### src/rtl/mul_unit_64_if.sv
// rtl/mul_unit_64_if.sv - request/response bundle for the 64-bit sequential multiplier
interface mul_unit_64_if;
  logic        i_start;
  logic        i_flush;
  logic [1:0]  i_op;
  logic [63:0] i_rs1;
  logic [63:0] i_rs2;
  logic        o_busy;
  logic        o_done;
  logic [63:0] o_result;

  modport master (
    output i_start, i_flush, i_op, i_rs1, i_rs2,
    input  o_busy, o_done, o_result
  );

  modport slave (
    input  i_start, i_flush, i_op, i_rs1, i_rs2,
    output o_busy, o_done, o_result
  );
endinterface

### src/rtl/mul_unit_64.sv
// rtl/mul_unit_64.sv - radix-2 shift-add 64x64 multiplier with MUL/MULH/MULHSU/MULHU
module mul_unit_64 (
  input  logic          i_clk,
  input  logic          i_reset,
  mul_unit_64_if.slave  bus
);

  typedef enum logic [1:0] {IDLE, ITER, FIX, DONE} state_t;

  localparam logic [1:0] OP_MUL  = 2'b00;
  localparam logic [1:0] OP_MULU = 2'b11;

  state_t       state;
  logic [63:0]  mcand;
  logic [63:0]  mplier;
  logic [127:0] acc;
  logic [5:0]   cnt;
  logic         neg;
  logic [1:0]   op_q;
  logic         busy;
  logic         done;
  logic [63:0]  result;

  logic         rs1_neg;
  logic         rs2_neg;
  logic [63:0]  mag1;
  logic [63:0]  mag2;
  logic [64:0]  sum;
  logic [127:0] fixed;

  // Operand magnitudes and sign; negating -2^63 in 64 bits yields 2^63 unsigned.
  always_comb begin
    rs1_neg = (bus.i_op != OP_MULU) && bus.i_rs1[63];
    rs2_neg = (bus.i_op[1] == 1'b0) && bus.i_rs2[63];
    mag1    = rs1_neg ? (~bus.i_rs1 + 64'd1) : bus.i_rs1;
    mag2    = rs2_neg ? (~bus.i_rs2 + 64'd1) : bus.i_rs2;
    sum     = {1'b0, acc[127:64]} + {1'b0, (mplier[0] ? mcand : 64'd0)};
    fixed   = neg ? (~acc + 128'd1) : acc;
  end

  // Control FSM with registered busy/done/result and the shift-add datapath.
  always_ff @(posedge i_clk or posedge i_reset) begin
    if (i_reset) begin
      state  <= IDLE;
      busy   <= 1'b0;
      done   <= 1'b0;
      result <= 64'd0;
      acc    <= 128'd0;
      cnt    <= 6'd0;
      mcand  <= 64'd0;
      mplier <= 64'd0;
      neg    <= 1'b0;
      op_q   <= OP_MUL;
    end else begin
      done <= 1'b0;
      case (state)
        IDLE: begin
          if (bus.i_start && !bus.i_flush) begin
            mcand  <= mag1;
            mplier <= mag2;
            neg    <= rs1_neg ^ rs2_neg;
            op_q   <= bus.i_op;
            acc    <= 128'd0;
            cnt    <= 6'd0;
            busy   <= 1'b1;
            state  <= ITER;
          end
        end
        ITER: begin
          if (bus.i_flush) begin
            busy  <= 1'b0;
            state <= IDLE;
          end else begin
            acc    <= {sum, acc[63:1]};
            mplier <= mplier >> 1;
            cnt    <= cnt + 6'd1;
            if (cnt == 6'd63) begin
              state <= FIX;
            end
          end
        end
        FIX: begin
          if (bus.i_flush) begin
            busy  <= 1'b0;
            state <= IDLE;
          end else begin
            result <= (op_q == OP_MUL) ? fixed[63:0] : fixed[127:64];
            done   <= 1'b1;
            state  <= DONE;
          end
        end
        DONE: begin
          busy  <= 1'b0;
          state <= IDLE;
        end
        default: begin
          busy  <= 1'b0;
          state <= IDLE;
        end
      endcase
    end
  end

  assign bus.o_busy   = busy;
  assign bus.o_done   = done;
  assign bus.o_result = result;

endmodule

### src/flat_wrapper.sv
// flat-port wrapper written by rule: the top's interface ports become plain ports
module mul_unit_64_flat 
  (i_clk, i_reset, bus_i_start, bus_i_flush, bus_i_op, bus_i_rs1, bus_i_rs2, bus_o_busy, bus_o_done, bus_o_result);
  mul_unit_64_if bus_i ();
  input  logic i_clk;
  input  logic i_reset;
  input wire logic [$bits(bus_i.i_start)-1:0] bus_i_start;
  input wire logic [$bits(bus_i.i_flush)-1:0] bus_i_flush;
  input wire logic [$bits(bus_i.i_op)-1:0] bus_i_op;
  input wire logic [$bits(bus_i.i_rs1)-1:0] bus_i_rs1;
  input wire logic [$bits(bus_i.i_rs2)-1:0] bus_i_rs2;
  output wire logic [$bits(bus_i.o_busy)-1:0] bus_o_busy;
  output wire logic [$bits(bus_i.o_done)-1:0] bus_o_done;
  output wire logic [$bits(bus_i.o_result)-1:0] bus_o_result;
  assign bus_i.i_start = bus_i_start;
  assign bus_i.i_flush = bus_i_flush;
  assign bus_i.i_op = bus_i_op;
  assign bus_i.i_rs1 = bus_i_rs1;
  assign bus_i.i_rs2 = bus_i_rs2;
  assign bus_o_busy = bus_i.o_busy;
  assign bus_o_done = bus_i.o_done;
  assign bus_o_result = bus_i.o_result;
  mul_unit_64 u_core (.i_clk(i_clk), .i_reset(i_reset), .bus(bus_i));
endmodule
### config.mk
export PLATFORM = sky130hd
export DESIGN_NAME = mul_unit_64_flat
export DESIGN_NICKNAME = d
export VERILOG_FILES = /design/src/rtl/mul_unit_64_if.sv /design/src/rtl/mul_unit_64.sv /design/src/flat_wrapper.sv
export SDC_FILE = /design/constraint.sdc
export NUM_CORES = 1
export LEC_CHECK = 0
export ABC_AREA = 0
export CORE_MARGIN = 4
export CORE_UTILIZATION = 60
export DETAILED_ROUTE_END_ITERATION = 7
export PLACE_DENSITY = 0.92
export SETUP_SLACK_MARGIN = 0.1
export SLEW_MARGIN = 20
export SYNTH_ARGS = -nofsm -noshare
export SYNTH_HDL_FRONTEND = slang
export SYNTH_SLANG_ARGS = --single-unit
export TNS_END_PERCENT = 100
### constraint.sdc
create_clock -name i_clk -period 24.8 [get_ports i_clk]
set_input_delay 2.48 -clock i_clk [delete_from_list [all_inputs] [get_ports i_clk]]
set_output_delay 2.48 -clock i_clk [all_outputs]
set_load 0.02 [all_outputs]
==> flow_metrics.py <==
metrics = {
    "setup_path": {
        "endpoint_kind": "flop",
        "arrival_ps": 6410,
        "cp-start-kind": "input port",
        "critPathMaxFanout": 6,
        "worst-setup-path-type": "in -> reg",
        "crit_required_ps": 25220,
    },
    "sta": {
        "clock_skew_ps": 20.2,
        "maxClockFrequency_mhz": 167,
        "slew_headroom_pct": 13.0,
        "final-setup-viol-count": 0,
        "rsz0062_at_grt": "false",
        "worstMarginPinSlew_ps": 1270,
        "hold_viol": 0,
        "slew_violations": 0,
        "setup_ws_ps": 18810,
        "setup_tns_ps": 0,
        "final.period_utilization_pct": 24.1,
        "fin_crit_ps": 5990,
    },
    "cts": {
        "postCtsSetupBuffers": 0,
        "cts_sinks": 333,
        "clk_latency_ps": 570,
        "cts_root_buffer": "clkbuf_16",
        "clockBufferDepth": 3,
        "cts_inserted_buffers": 36,
        "cts_hold_buf": 0,
        "post_cts_resized": 0,
        "htree_levels": 2,
        "cts_tree": "done",
        "clk_pin_slew_worst_paths_ps": 60,
    },
    "min_path": {
        "hold_path.class": "reg -> reg",
    },
    "floorplan": {
        "die_h_um": 205,
        "io_pins": 200,
        "die-width_um": 205,
        "die_area_um2": 42000,
        "fp-row-count": 71,
        "core_area_um2": 37900,
        "initial_core_util_pct": 61.3,
    },
    "final_layout": {
        "fin_cells": 3436,
        "synthToLayoutAreaGrowth_pct": 15.1,
        "nNetsFinal": 3107,
        "fillers": 2985,
        "multi_input_area_um2": 14200,
        "diodes": 0,
        "final_layout_size_suffix_gt1_share_pct": 4.62,
        "seqCellArea_um2": 8340,
        "fin_area_um2": 26800,
    },
    "route": {
        "routed_via_density": 6.64,
        "wl_per_cell_um": 22.1,
        "drt_iter0_drc": 2421,
        "post-route-drc-count": 0,
        "finalWirelength_um": 75900,
        "vias": 22818,
        "final_antenna_net_count": 0,
        "dr.pass1.iters": 8,
    },
    "global_routing": {
        "grt_pass1_wl_um": 119000,
        "grt_pass1_vias": 21610,
        "antenna_found_initial": 3,
        "grt_util_all_layers_pct": 35.4,
        "grt_overflow": 0,
        "grt_max_degree": 146,
    },
    "yosys": {
        "synth-edff-count": 0,
        "avgSynthCellArea_um2": 8.30,
        "async_reset_ff_share_pct": 100,
        "ys_ff_latch": 333,
        "synth_nets": 3008,
        "synth-main-ff-cell": "dfrtp_1",
        "netlist_area_um2": 23300,
        "ys_seq_area_share_pct": 35.8,
        "yosysWarningCount": 0,
        "synthCells": 2801,
        "yosysUniqueCellTypes": 76,
    },
    "placement": {
        "dp_cells": 3372,
        "place_congestion": 1.00,
        "dp_slack_ps": 18300,
        "placed_area_um2": 25500,
        "portBuffers": 199,
        "dp.final_hpwl_um": 55100,
    },
    "pwr": {
        "power.total_w": 0.00306,
        "power_leakage_nw": 11.5,
        "p_per_area_nw_per_um2": 114,
        "ir_worst_vdd_mv": 0.0673,
    },
    "outcome": {
        "status": "completed",
    },
    "flow_run": {
        "maxCapViolations": 0,
    },
}
power breakdown:
part / internal (W) / total [W] / switching, W
registers: 0.000735 / 0.000950 / 0.000215
logic: 0.000567 / 0.00154 / 0.000973
clock network: 0.000338 / 0.000569 / 0.000232
total: 0.00164 / 0.00306 / 0.00142
placed cells by master (no fill, tap or decap), types with 71 or more instances in the layout:
cell,synthesis,routed
nor2_1,182,181
nand2_1,350,350
ha_1,72,71
a21oi_1,202,202
xor2_1,153,153
nor3_1,77,77
o21ai_0,317,317
xnor2_1,127,127
clkdlybuf4s50_1,0,199
dfrtp_1,333,332
cell type report:
class	count	area share [%]
multi-input cells	2273	53.1
flip-flops and latches	333	31.2
repair buffers	217	8.08
clock buffers	50	4.05
well taps	511	2.39
clock inverters	13	0.603
inverters	39	0.575
path summary, 6_finish.rpt:
kind	from	to	slack, ps	depth (start not counted)
max in group asynchronous	i_reset	u_core.bus.o_result[11]$_DFFE_PP0P_	20900	3
setup / recovery	bus_i_rs1[14]	u_core.mcand[62]$_DFFE_PP0P_	18810	10
hold / removal	u_core.mcand[17]$_DFFE_PP0P_	u_core.mcand[17]$_DFFE_PP0P_	470	2
min in group asynchronous	i_reset	u_core.mplier[58]$_DFFE_PP0P_	2460	2
setup reg to reg	u_core.mplier[0]$_DFFE_PP0P_	u_core.acc[123]$_DFFE_PP0P_	19930	14
hold reg to reg	u_core.mcand[17]$_DFFE_PP0P_	u_core.mcand[17]$_DFFE_PP0P_	470	2
registers in the layout, summed over array words and instances, names as in the netlist:
name and flops:
u_core.bus.o_result 64, u_core.state 2, u_core.op_q 2, u_core.neg 1
u_core.cnt 6, u_core.bus.o_done 1, u_core.acc 128, u_core.bus.o_busy 1
u_core.mcand 64, u_core.mplier 64
stage by stage:
stage	utilization [%]	hold WS (ps)
5_1_grt	70.6	496
2_1_floorplan	-	441
4_1_cts	70.5	476
3_5_place_dp	67.2	461
3_3_place_gp	67.2	452
6_report	70.6	471
synth_stat cells, drive strengths merged (13+ instances only):
library cell	count	area, um2
nand4	23	159
and3	16	100
or2	25	156
ha	72	901
dfrtp	333	8330
xor2	153	1340
nor4	42	293
a31oi	16	100
and2	70	438
nor2	182	683
nor3	77	385
nor2b	16	100
xnor2	127	1110
o21a	13	97.6
a21oi	202	1010
clkbuf	140	526
o31ai	56	425
nand2b	26	170
a21o	36	270
or4	44	342
o21bai	14	105
o21ai	325	1630
nand3	65	325
nand2	350	1310
buf	16	68.8
or3	41	262
o221ai	23	201
inv	38	143
o41ai	41	359
a22o	68	596
mux2i	15	150
worst max-delay path: stages:
cell,delay [ps]
clkdlybuf4s50_1,500
or4_1,550
or4_1,520
nor4_1,650
nand3_1,330
nor4_1,640
nand2_1,160
o31ai_1,290
xor2_1,200
o21ai_0,90
cells by family (layout without fill, tap and decap cells):
| logic type | Yosys count | count (layout) | share of synthesized area (%) |
|---|---|---|---|
| AND/OR/NAND/NOR | 1014 | 1014 | 21.7 |
| AO/OA/AOI/OAI | 885 | 885 | 23.9 |
| flip-flops | 333 | 333 | 35.8 |
| XOR/XNOR | 280 | 280 | 10.5 |
| buffers and inverters | 195 | 319 | 3.18 |
| adder cells (fa/ha/maj) | 73 | 73 | 3.96 |
| multiplexers | 21 | 21 | 0.936 |
metal layers:
| metal | global-route usage, % | up-vias | wire length (um) |
|---|---|---|---|
| met5 | 0 | - | 44 |
| li1 | - | 10388 | - |
| met4 | 10.6 | 6 | 2330 |
| met1 | 51.4 | 10956 | 31800 |
| met3 | 6.81 | 198 | 8000 |
| met2 | 54.3 | 1270 | 33600 |
No activity file was read; power rests on OpenSTA's default activity.
